**config.mk**
```make
export PLATFORM = sky130hd
export DESIGN_NAME = pipeline_controller_flat
export DESIGN_NICKNAME = d
export VERILOG_FILES = /design/src/rtl/pipeline_controller_pkg.sv /design/src/rtl/pipeline_controller_if.sv /design/src/rtl/multicycle_counter.sv /design/src/rtl/pipeline_controller.sv /design/src/flat_wrapper.sv
export SDC_FILE = /design/constraint.sdc
export NUM_CORES = 1
export LEC_CHECK = 0
export CAP_MARGIN = 20
export CORE_AREA = 2 2 78 80
export CTS_CLUSTER_DIAMETER = 80
export DETAILED_ROUTE_END_ITERATION = 8
export DIE_AREA = 0 0 80 82
export PLACE_DENSITY = 0.67
export SLEW_MARGIN = 15
export SYNTH_ARGS = -nofsm -noshare
export SYNTH_HDL_FRONTEND = slang
export SYNTH_SLANG_ARGS = --single-unit
```
**constraint.sdc**
```tcl
create_clock -name clk -period 2.7 [get_ports clk]
set_input_delay 0.54 -clock clk [delete_from_list [all_inputs] [get_ports clk]]
set_output_delay 0.54 -clock clk [all_outputs]
set_load 0.005 [all_outputs]
```
**src/rtl/pipeline_controller_pkg.sv**
```systemverilog
// Shared types and constants for the pipeline hazard/stall controller.
// The state encoding is fixed because debug tooling decodes the raw state value.
package pipeline_ctrl_pkg;

    typedef enum logic [1:0] {
        RUN      = 2'd0,
        MULTI    = 2'd1,
        MEM_WAIT = 2'd2
    } ctrl_state_t;

    localparam int          CNT_W     = 4;
    localparam logic [31:0] NOP_INSN  = 32'h0000_0013;
    localparam logic [31:0] STALL_MAX = 32'hFFFF_FFFF;

    function automatic logic [31:0] sat_inc(input logic [31:0] val);
        return (val == STALL_MAX) ? val : val + 32'd1;
    endfunction

endpackage

```
**src/rtl/pipeline_controller_if.sv**
```systemverilog
// Hazard inputs from the pipeline and stall/flush controls back to it.
// The master side is the datapath and the slave side is the controller.
interface pipeline_controller_if;

    logic [4:0]  id_rs1;
    logic [4:0]  id_rs2;
    logic        id_uses_rs1;
    logic        id_uses_rs2;
    logic        id_is_multicycle;
    logic        ex_is_load;
    logic [4:0]  ex_rd;
    logic        ex_branch_taken;
    logic        mem_req;
    logic        mem_ack;

    logic        pc_wren;
    logic        if_id_wren;
    logic        if_id_flush;
    logic        id_ex_bubble;
    logic        ex_hold;
    logic [31:0] stall_cycles;

    modport master (
        output id_rs1, id_rs2, id_uses_rs1, id_uses_rs2, id_is_multicycle,
        output ex_is_load, ex_rd, ex_branch_taken, mem_req, mem_ack,
        input  pc_wren, if_id_wren, if_id_flush, id_ex_bubble, ex_hold, stall_cycles
    );

    modport slave (
        input  id_rs1, id_rs2, id_uses_rs1, id_uses_rs2, id_is_multicycle,
        input  ex_is_load, ex_rd, ex_branch_taken, mem_req, mem_ack,
        output pc_wren, if_id_wren, if_id_flush, id_ex_bubble, ex_hold, stall_cycles
    );

endinterface

```
**src/rtl/multicycle_counter.sv**
```systemverilog
// Loadable down-counter that tracks the remaining EX occupancy of a multi-cycle op.
// It stops at zero so it can never wrap.
module multicycle_counter
    import pipeline_ctrl_pkg::*;
(
    input  logic             clk,
    input  logic             reset_n,
    input  logic             load,
    input  logic             enable,
    input  logic [CNT_W-1:0] load_value,
    output logic [CNT_W-1:0] count,
    output logic             done
);

    always_ff @(posedge clk) begin
        if (!reset_n) begin
            count <= '0;
        end else if (load) begin
            count <= load_value;
        end else if (enable && count != '0) begin
            count <= count - 1'b1;
        end
    end

    assign done = (count == CNT_W'(1));

endmodule

```
**src/rtl/pipeline_controller.sv**
```systemverilog
// Pipeline stall/flush controller: memory freeze, branch flush, load-use stall
// and multi-cycle EX occupancy, plus a saturating stall-cycle counter.
//
//   state    | meaning
//   ---------+------------------------------------------------------------
//   RUN      | normal flow; branch flush, load-use and multi-issue decided
//   MULTI    | multi-cycle op occupies EX; front end and EX held
//   MEM_WAIT | memory freeze entered from RUN; waits for mem_ack
module pipeline_controller
    import pipeline_ctrl_pkg::*;
#(
    parameter int MULTI_LATENCY = 4
) (
    input  logic                  clk,
    input  logic                  reset_n,
    pipeline_controller_if.slave  bus
);

    if (MULTI_LATENCY < 2 || MULTI_LATENCY > 16) begin : g_bad_latency
        $error("pipeline_controller: MULTI_LATENCY must be in 2..16");
    end

    localparam logic [CNT_W-1:0] CNT_PRESET = CNT_W'(MULTI_LATENCY - 1);

    ctrl_state_t      state;
    ctrl_state_t      saved_state;
    ctrl_state_t      eff_state;
    logic             freeze;
    logic             rs1_hit;
    logic             rs2_hit;
    logic             load_hazard;
    logic             run_ok;
    logic             branch_flush;
    logic             load_use_stall;
    logic             multi_issue;
    logic             multi_hold;
    logic [CNT_W-1:0] cnt;
    logic             cnt_done;
    logic             pc_wren;
    logic             if_id_wren;
    logic             if_id_flush;
    logic             id_ex_bubble;
    logic             ex_hold;
    logic [31:0]      stall_cnt;

    assign freeze = bus.mem_req && !bus.mem_ack;

    // On the release cycle of MEM_WAIT the held instructions are re-evaluated
    // as if the controller were back in the state it came from.
    assign eff_state = (state == MEM_WAIT) ? saved_state : state;

    assign rs1_hit     = bus.id_uses_rs1 && (bus.id_rs1 == bus.ex_rd);
    assign rs2_hit     = bus.id_uses_rs2 && (bus.id_rs2 == bus.ex_rd);
    assign load_hazard = bus.ex_is_load && (bus.ex_rd != 5'd0) && (rs1_hit || rs2_hit);

    assign run_ok         = reset_n && !freeze && (eff_state == RUN);
    assign branch_flush   = run_ok && bus.ex_branch_taken;
    assign load_use_stall = run_ok && !bus.ex_branch_taken && load_hazard;
    assign multi_issue    = run_ok && !bus.ex_branch_taken && !load_hazard && bus.id_is_multicycle;
    assign multi_hold     = reset_n && !freeze && (state == MULTI);

    multicycle_counter u_cnt (
        .clk        (clk),
        .reset_n    (reset_n),
        .load       (multi_issue),
        .enable     (multi_hold),
        .load_value (CNT_PRESET),
        .count      (cnt),
        .done       (cnt_done)
    );

    always_comb begin
        pc_wren      = 1'b1;
        if_id_wren   = 1'b1;
        if_id_flush  = 1'b0;
        id_ex_bubble = 1'b0;
        ex_hold      = 1'b0;
        if (!reset_n) begin
            pc_wren    = 1'b0;
            if_id_wren = 1'b0;
        end else if (freeze) begin
            pc_wren    = 1'b0;
            if_id_wren = 1'b0;
            ex_hold    = 1'b1;
        end else if (branch_flush) begin
            if_id_flush  = 1'b1;
            id_ex_bubble = 1'b1;
        end else if (load_use_stall) begin
            pc_wren      = 1'b0;
            if_id_wren   = 1'b0;
            id_ex_bubble = 1'b1;
        end else if (multi_hold) begin
            pc_wren    = 1'b0;
            if_id_wren = 1'b0;
            ex_hold    = 1'b1;
        end
    end

    always_ff @(posedge clk) begin
        if (!reset_n) begin
            state       <= RUN;
            saved_state <= RUN;
        end else begin
            case (state)
                RUN: begin
                    if (freeze) begin
                        state       <= MEM_WAIT;
                        saved_state <= RUN;
                    end else if (multi_issue) begin
                        state <= MULTI;
                    end
                end
                MULTI: begin
                    // A zero count can only mean a corrupted load; leave rather than hang.
                    if (!freeze && (cnt_done || cnt == '0)) begin
                        state <= RUN;
                    end
                end
                MEM_WAIT: begin
                    if (!freeze) begin
                        state <= multi_issue ? MULTI : saved_state;
                    end
                end
                default: state <= RUN;
            endcase
        end
    end

    always_ff @(posedge clk) begin
        if (!reset_n) begin
            stall_cnt <= '0;
        end else if (!pc_wren) begin
            stall_cnt <= sat_inc(stall_cnt);
        end
    end

    assign bus.pc_wren      = pc_wren;
    assign bus.if_id_wren   = if_id_wren;
    assign bus.if_id_flush  = if_id_flush;
    assign bus.id_ex_bubble = id_ex_bubble;
    assign bus.ex_hold      = ex_hold;
    assign bus.stall_cycles = stall_cnt;

endmodule

```
**src/flat_wrapper.sv**
```systemverilog
// flat-port wrapper written by rule: the top's interface ports become plain ports
module pipeline_controller_flat import pipeline_ctrl_pkg::*;
#(
    parameter int MULTI_LATENCY = 4
)
  (clk, reset_n, bus_id_rs1, bus_id_rs2, bus_id_uses_rs1, bus_id_uses_rs2, bus_id_is_multicycle, bus_ex_is_load, bus_ex_rd, bus_ex_branch_taken, bus_mem_req, bus_mem_ack, bus_pc_wren, bus_if_id_wren, bus_if_id_flush, bus_id_ex_bubble, bus_ex_hold, bus_stall_cycles);
  pipeline_controller_if bus_i ();
  input  logic clk;
  input  logic reset_n;
  input wire logic [$bits(bus_i.id_rs1)-1:0] bus_id_rs1;
  input wire logic [$bits(bus_i.id_rs2)-1:0] bus_id_rs2;
  input wire logic [$bits(bus_i.id_uses_rs1)-1:0] bus_id_uses_rs1;
  input wire logic [$bits(bus_i.id_uses_rs2)-1:0] bus_id_uses_rs2;
  input wire logic [$bits(bus_i.id_is_multicycle)-1:0] bus_id_is_multicycle;
  input wire logic [$bits(bus_i.ex_is_load)-1:0] bus_ex_is_load;
  input wire logic [$bits(bus_i.ex_rd)-1:0] bus_ex_rd;
  input wire logic [$bits(bus_i.ex_branch_taken)-1:0] bus_ex_branch_taken;
  input wire logic [$bits(bus_i.mem_req)-1:0] bus_mem_req;
  input wire logic [$bits(bus_i.mem_ack)-1:0] bus_mem_ack;
  output wire logic [$bits(bus_i.pc_wren)-1:0] bus_pc_wren;
  output wire logic [$bits(bus_i.if_id_wren)-1:0] bus_if_id_wren;
  output wire logic [$bits(bus_i.if_id_flush)-1:0] bus_if_id_flush;
  output wire logic [$bits(bus_i.id_ex_bubble)-1:0] bus_id_ex_bubble;
  output wire logic [$bits(bus_i.ex_hold)-1:0] bus_ex_hold;
  output wire logic [$bits(bus_i.stall_cycles)-1:0] bus_stall_cycles;
  assign bus_i.id_rs1 = bus_id_rs1;
  assign bus_i.id_rs2 = bus_id_rs2;
  assign bus_i.id_uses_rs1 = bus_id_uses_rs1;
  assign bus_i.id_uses_rs2 = bus_id_uses_rs2;
  assign bus_i.id_is_multicycle = bus_id_is_multicycle;
  assign bus_i.ex_is_load = bus_ex_is_load;
  assign bus_i.ex_rd = bus_ex_rd;
  assign bus_i.ex_branch_taken = bus_ex_branch_taken;
  assign bus_i.mem_req = bus_mem_req;
  assign bus_i.mem_ack = bus_mem_ack;
  assign bus_pc_wren = bus_i.pc_wren;
  assign bus_if_id_wren = bus_i.if_id_wren;
  assign bus_if_id_flush = bus_i.if_id_flush;
  assign bus_id_ex_bubble = bus_i.id_ex_bubble;
  assign bus_ex_hold = bus_i.ex_hold;
  assign bus_stall_cycles = bus_i.stall_cycles;
  pipeline_controller #(.MULTI_LATENCY(MULTI_LATENCY)) u_core (.clk(clk), .reset_n(reset_n), .bus(bus_i));
endmodule
```
Word level (Yosys, flattened, before mapping)
Index checks and enable logic that the tools add are counted.
{"block": "word_totals", "register_bits": 38, "latchBits": 0, "mem_bits_rw": 0, "rom_bits": 0, "output_inout_bits": 37, "memories": 0}
{"block": "classes", "addsub": 2, "n_mul": 0, "div_mod_pow": 0, "order_cmp": 0, "n_eq_ne": 9, "shift": 0, "mux": 26, "n_bitwise": 3, "reduce_logical": 30}
{"cell": "32-bit by 1-bit adder with 32-bit output, second input constant", "count": 1}
{"cell": "32-bit == test, second input constant", "count": 1}
{"cell": "1-bit two-way mux", "count": 18}
{"cell": "1-bit logical AND", "count": 15}
{"cell": "2-bit two-way mux", "count": 7}
{"cell": "5-bit == test", "count": 2}
{"cell": "2-bit one-hot mux with 3 select lines", "count": 1}
{"cell": "5-bit nonzero test", "count": 1}
{"cell": "4-bit by 1-bit == test with 1-bit output, second input constant", "count": 1}
{"cell": "1-bit zero test", "count": 4}
{"cell": "2-bit zero test", "count": 2}
{"cell": "4-bit zero test", "count": 1}
{"cell": "2-bit inequality test, second input constant", "count": 2}
{"cell": "4-bit nonzero test", "count": 1}
{"cell": "4-bit by 1-bit subtractor with 4-bit output, second input constant", "count": 1}
{"cell": "3-bit by 1-bit inequality test with 1-bit output, second input constant", "count": 1}
{"cell": "1-bit NOT", "count": 3}
{"cell": "3-bit AND reduction", "count": 1}
{"cell": "2-bit by 1-bit == test with 1-bit output, second input constant", "count": 1}
{"cell": "2-bit == test, second input constant", "count": 1}
{"cell": "1-bit logical OR", "count": 2}
{"cell": "2-bit AND reduction", "count": 1}
{"cell": "2-bit nonzero test", "count": 1}
{"cell": "2-bit OR reduction", "count": 1}

Depth between registers and ports, before layout
{"block": "logic_depth", "word_depth": 13, "mapped_depth": 9, "mapped_depth_nobuf": 7}

By module
Synthesis repeated with hierarchy kept, for this count alone.
{"block": "hier_totals", "hier_cells": 265, "hier_area_um2": 2344.7}
{"module": "pipeline_controller", "instances": 1, "cells_per_inst": 230, "area_per_inst_um2": 2073.2}
{"module": "multicycle_counter", "instances": 1, "cells_per_inst": 35, "area_per_inst_um2": 271.5}

Least setup slack after synthesis
Ideal clock, no wire load.
{"block": "synth_path", "kind": "input to output", "startpoint": "input bus_ex_rd[1]", "endpoint": "output bus_pc_wren", "arrival_time_ns": 2.018, "required_time_ns": 2.160, "slack_ns": 0.142, "stages": 6, "path_buffers": 3, "path_cell_list": "or4_1 > o21a_1 > a31oi_1 > buf_2 > buf_2 > buf_4"}
{"block": "synth_between", "elab_chain_len": 9}
{"item": "from (decl)", "line_no": "flat_wrapper.sv:16", "rtl": "input wire logic [$bits(bus_i.ex_rd)-1:0] bus_ex_rd;"}
{"item": "5-bit == test, on equally long branches", "line_no": "pipeline_controller.sv:52, pipeline_controller.sv:53"}
{"item": "1-bit logical AND, on equally long branches", "line_no": "pipeline_controller.sv:52, pipeline_controller.sv:53"}
{"item": "1-bit logical OR", "line_no": "pipeline_controller.sv:54", "rtl": "assign load_hazard = bus.ex_is_load && (bus.ex_rd != 5'd0) && (rs1_hit || rs2_hit);"}
{"item": "1-bit logical AND *", "line_no": "pipeline_controller.sv:54"}
{"item": "1-bit logical AND *", "line_no": "pipeline_controller.sv:58", "rtl": "assign load_use_stall = run_ok && !bus.ex_branch_taken && load_hazard;"}
{"item": "1-bit two-way mux * (4 in series)"}
{"item": "to (decl)", "line_no": "flat_wrapper.sv:20", "rtl": "output wire logic [$bits(bus_i.pc_wren)-1:0] bus_pc_wren;"}
Mark *: on every way between the ends. The rest lies on a longest branch, timed or not.

Final worst setup path
{"block": "layout_path", "startpoint": "input bus_ex_rd[4]", "endpoint": "output bus_if_id_wren"}
{"block": "layout_between", "elab_chain_len": 9}
{"item": "5-bit == test, on equally long branches", "line_no": "pipeline_controller.sv:52, pipeline_controller.sv:53"}
{"item": "1-bit logical AND, on equally long branches", "line_no": "pipeline_controller.sv:52, pipeline_controller.sv:53"}
{"item": "1-bit logical OR", "line_no": "pipeline_controller.sv:54"}
{"item": "1-bit logical AND *", "line_no": "pipeline_controller.sv:54"}
{"item": "1-bit logical AND *", "line_no": "pipeline_controller.sv:58"}
{"item": "1-bit two-way mux *", "line_no": "pipeline_controller.sv:88", "rtl": "end else if (load_use_stall) begin"}
{"item": "1-bit two-way mux *", "line_no": "pipeline_controller.sv:85", "rtl": "end else if (branch_flush) begin"}
{"item": "1-bit two-way mux *", "line_no": "pipeline_controller.sv:81", "rtl": "end else if (freeze) begin"}
{"item": "1-bit two-way mux *", "line_no": "pipeline_controller.sv:78", "rtl": "if (!reset_n) begin"}
{"item": "to (decl)", "line_no": "flat_wrapper.sv:21", "rtl": "output wire logic [$bits(bus_i.if_id_wren)-1:0] bus_if_id_wren;"}
Marks and branches as above.

==> results by group <==
Worst setup path
  – Critical path arrival: 2070 ps
  – Worst Setup Path Type: input port to output pin
  – R2R depth: 6
  – Crit path cell chain: clkdlybuf4s50_1, or4_1, o21a_1, a31oi_4, clkdlybuf4s15_1
  – Flop2flop setup slack: 360 ps
  – Startpoint types: input port
  – Worst stage delay on the critical path: 470 ps
  – Crit-path max FO: 3
  – CP max-delay cell: clkdlybuf4s50_1
  – Type of destination of the critical path: output pin
  – R2r startpoint: u_core.bus.stall_cycles[8]
  – Capturing point of the worst reg2reg path: u_core.bus.stall_cycles[29]
  – CP Data Required Time: 2160 ps

Timing
  – Relative slew slack: 0.659
  – Slew Viols, Final: 0
  – Min Tclk post-route: 2610 ps
  – Clock Skew: 5.69 ps
  – Final setup viols: 0
  – Fmax: 383 MHz
  – Crit share post-route: 0.967
  – Worst-margin pin slew: 510 ps
  – RSZ-0062 raised after global routing: no
  – Hold Vio Cnt, Final: 0

Die
  – Die Height: 82 um
  – Die area: 0.00656 mm2
  – # IOs: 61
  – Initial Util: 0.388
  – Horiz. Die Dim: 80 um
  – Core area: 0.00575 mm2
  – Core Rows: 28

Clock tree
  – Clock Tree Root: clkbuf_8
  – Clock Sinks: 38
  – CTS clk-pin slew, worst paths: 80 ps
  – Worst skew pair latency: 290 ps
  – H-tree Lvls: 2
  – TritonCTS Buffers: 5
  – Postcts setup bufs: 0
  – CTS tree: done
  – CTS Buffer Depth: 2

Layout
  – Most frequent cells in the layout: clkdlybuf4s50_1 (55), dfxtp_1 (38), a21oi_1 (26)
  – # nets final: 361
  – Layout cells sized above 1: 0.132
  – Non-filler cells, final: 409
  – Area grow syn2layout: 38.2%
  – Fin util: 0.536
  – Most common cell after layout, fill and taps aside: clkdlybuf4s50_1
  – Diodes inserted: 0

Drt
  – Final wirelength: 5.39 mm
  – DRC violation count after routing: 0
  – Via Count: 2210
  – Wire length per cell: 13.2 um
  – DR pass1 iterations: 4
  – DRT iter0 DRCs: 123
  – Post-route ant nets: 0
  – Via/cell ratio: 5.40

Hold path
  – Hold endpoint: u_core.bus.stall_cycles[23]
  – Hold Path Depth: 2
  – Min-Delay Path Class: flop to flop
  – Worst hold path startpoint: u_core.bus.stall_cycles[23]

Yosys
  – Main synth FF type: dfxtp_1
  – Synth Cell Area: 0.00223 mm2
  – Netlist cell types: 46
  – Number of synthesis warnings: 0
  – Synthesized area per cell: 8.29 um2
  – Yosys reg bits: 38
  – Syn Nets: 297
  – EDFF count, synth: 0
  – Synth async-reset ratio: 0
  – Sequential cell area fraction in the yosys report: 0.341
  – Synth Instances: 269

Pwr
  – LEAKAGE: 0.975 nW
  – Power per Cell Area: 372 mW/mm2
  – Worst IR Drop VDD: 271 uV

GRT
  – GRT Total Usage: 0.171
  – Initial antenna violation count: 0
  – First-pass GRT wire length: 8.94 mm
  – Number of global-route vias before repair: 1973
  – GR Overflow Total: 0
  – Largest net degree at the start of global routing: 50

Placement
  – GPL Wtd Cong: 0.769
  – Port Buffers: 60
  – Post-DP HPWL: 3.91 mm
  – Inst Count DP: 401

Run
  – MaxCap Viol Count: 0

Run status
  – Status: finished clean
-- metal layers --
layer | vias up | global-route usage | wire [um]
met5 | - | 0 | 0
met4 | 0 | 0.0475 | 19
met2 | 35 | 0.292 | 2650
met1 | 1037 | 0.216 | 2540
li1 | 1136 | - | -
met3 | 2 | 0.0418 | 176
-- cells in the mapped netlist, types with 2 or more instances --
library cell,instances,area share
a211oi_1,2,0.0067
a21oi_1,26,0.058
a31oi_1,2,0.0056
buf_2,4,0.0090
buf_4,2,0.0067
clkbuf_1,11,0.019
dfxtp_1,38,0.34
ha_1,4,0.022
inv_1,8,0.013
mux2i_1,6,0.027
nand2_1,20,0.034
nand2b_1,8,0.022
nand3_1,11,0.025
nand4_1,8,0.022
nand4_2,2,0.011
nor2_1,15,0.025
nor3_1,7,0.016
nor3b_1,2,0.0067
nor4_1,3,0.0084
o21a_1,3,0.010
o21ai_0,2,0.0045
o31ai_1,22,0.074
or2_2,2,0.0056
or3_1,2,0.0056
or4_1,21,0.071
or4_2,5,0.020
or4b_1,2,0.0090
xnor2_1,13,0.051
-- flip-flops by register name, indices dropped and copies added (netlist names) --
register	cells
u_core.state	2
u_core.u_cnt.count	4
u_core.bus.stall_cycles	32
-- per-stage QoR --
stage	area, um2	hold WS, ps	total power (W)	TNS [ps]	setup slack, ps
finish	3080	499	0.00115	0	87.9
detailed placement	2970	491	0.000741	-6750	-380
CTS	3060	503	0.00115	0	16.9
global route	3080	539	0.00120	0	8.52
floorplan	2230	471	0.000661	0	142
global placement	2970	484	0.000738	-5420	-361
-- critical path, delay by kind of cell --
family          cells  cell delay, ps
simple gates        1             420
buf+inv             2             700
compound gates      2             410
-- final cells by class --
type,count,area [um2]
Clock buffer,6,82.6
Clock inverter,2,12.5
Fill cell,563,2670
Inverter,9,33.8
Multi-Input combinational cell,205,1400
Sequential cell,38,761
Tap cell,75,93.8
Timing Repair Buffer,74,702
-- worst max path at each step --
stage	startpoint	end	slack, ps	depth (start not counted)
final	bus_ex_rd[4]	bus_if_id_wren	90	5
after global routing	bus_ex_rd[2]	u_core.bus.stall_cycles[12]	9	10
after CTS	bus_ex_rd[2]	bus_id_ex_bubble	20	9
after detailed placement	bus_ex_rd[1]	bus_if_id_wren	-380	5
after global placement	bus_ex_rd[1]	bus_pc_wren	-360	5
after floorplan	bus_ex_rd[1]	bus_pc_wren	140	6
-- repair_timing --
action                                  CTS  global route
resized for setup                         7             6
hold buffers                              0             0
pin swaps                                 4             3
endpoints found under the setup margin    4             8
-- logic make-up (layout without fill, tap and decap cells) --
group / after synthesis / count (layout) / synth area share
simple gates: 120 / 120 / 0.331
compound gates: 62 / 62 / 0.178
flops: 38 / 38 / 0.341
buf+inv: 26 / 91 / 0.0494
xor+xnor: 13 / 13 / 0.0511
mux: 6 / 6 / 0.0269
fa+ha+maj: 4 / 4 / 0.0224
-- report_power, final --
group	internal, W	switching, W	total, W
Combinational	0.0000830	0.0000692	0.000152
Clock	0.000205	0.000212	0.000417
Sequential	0.000567	0.00000861	0.000576
Total	0.000856	0.000290	0.00115
Power figures use the tool's default switching activity.
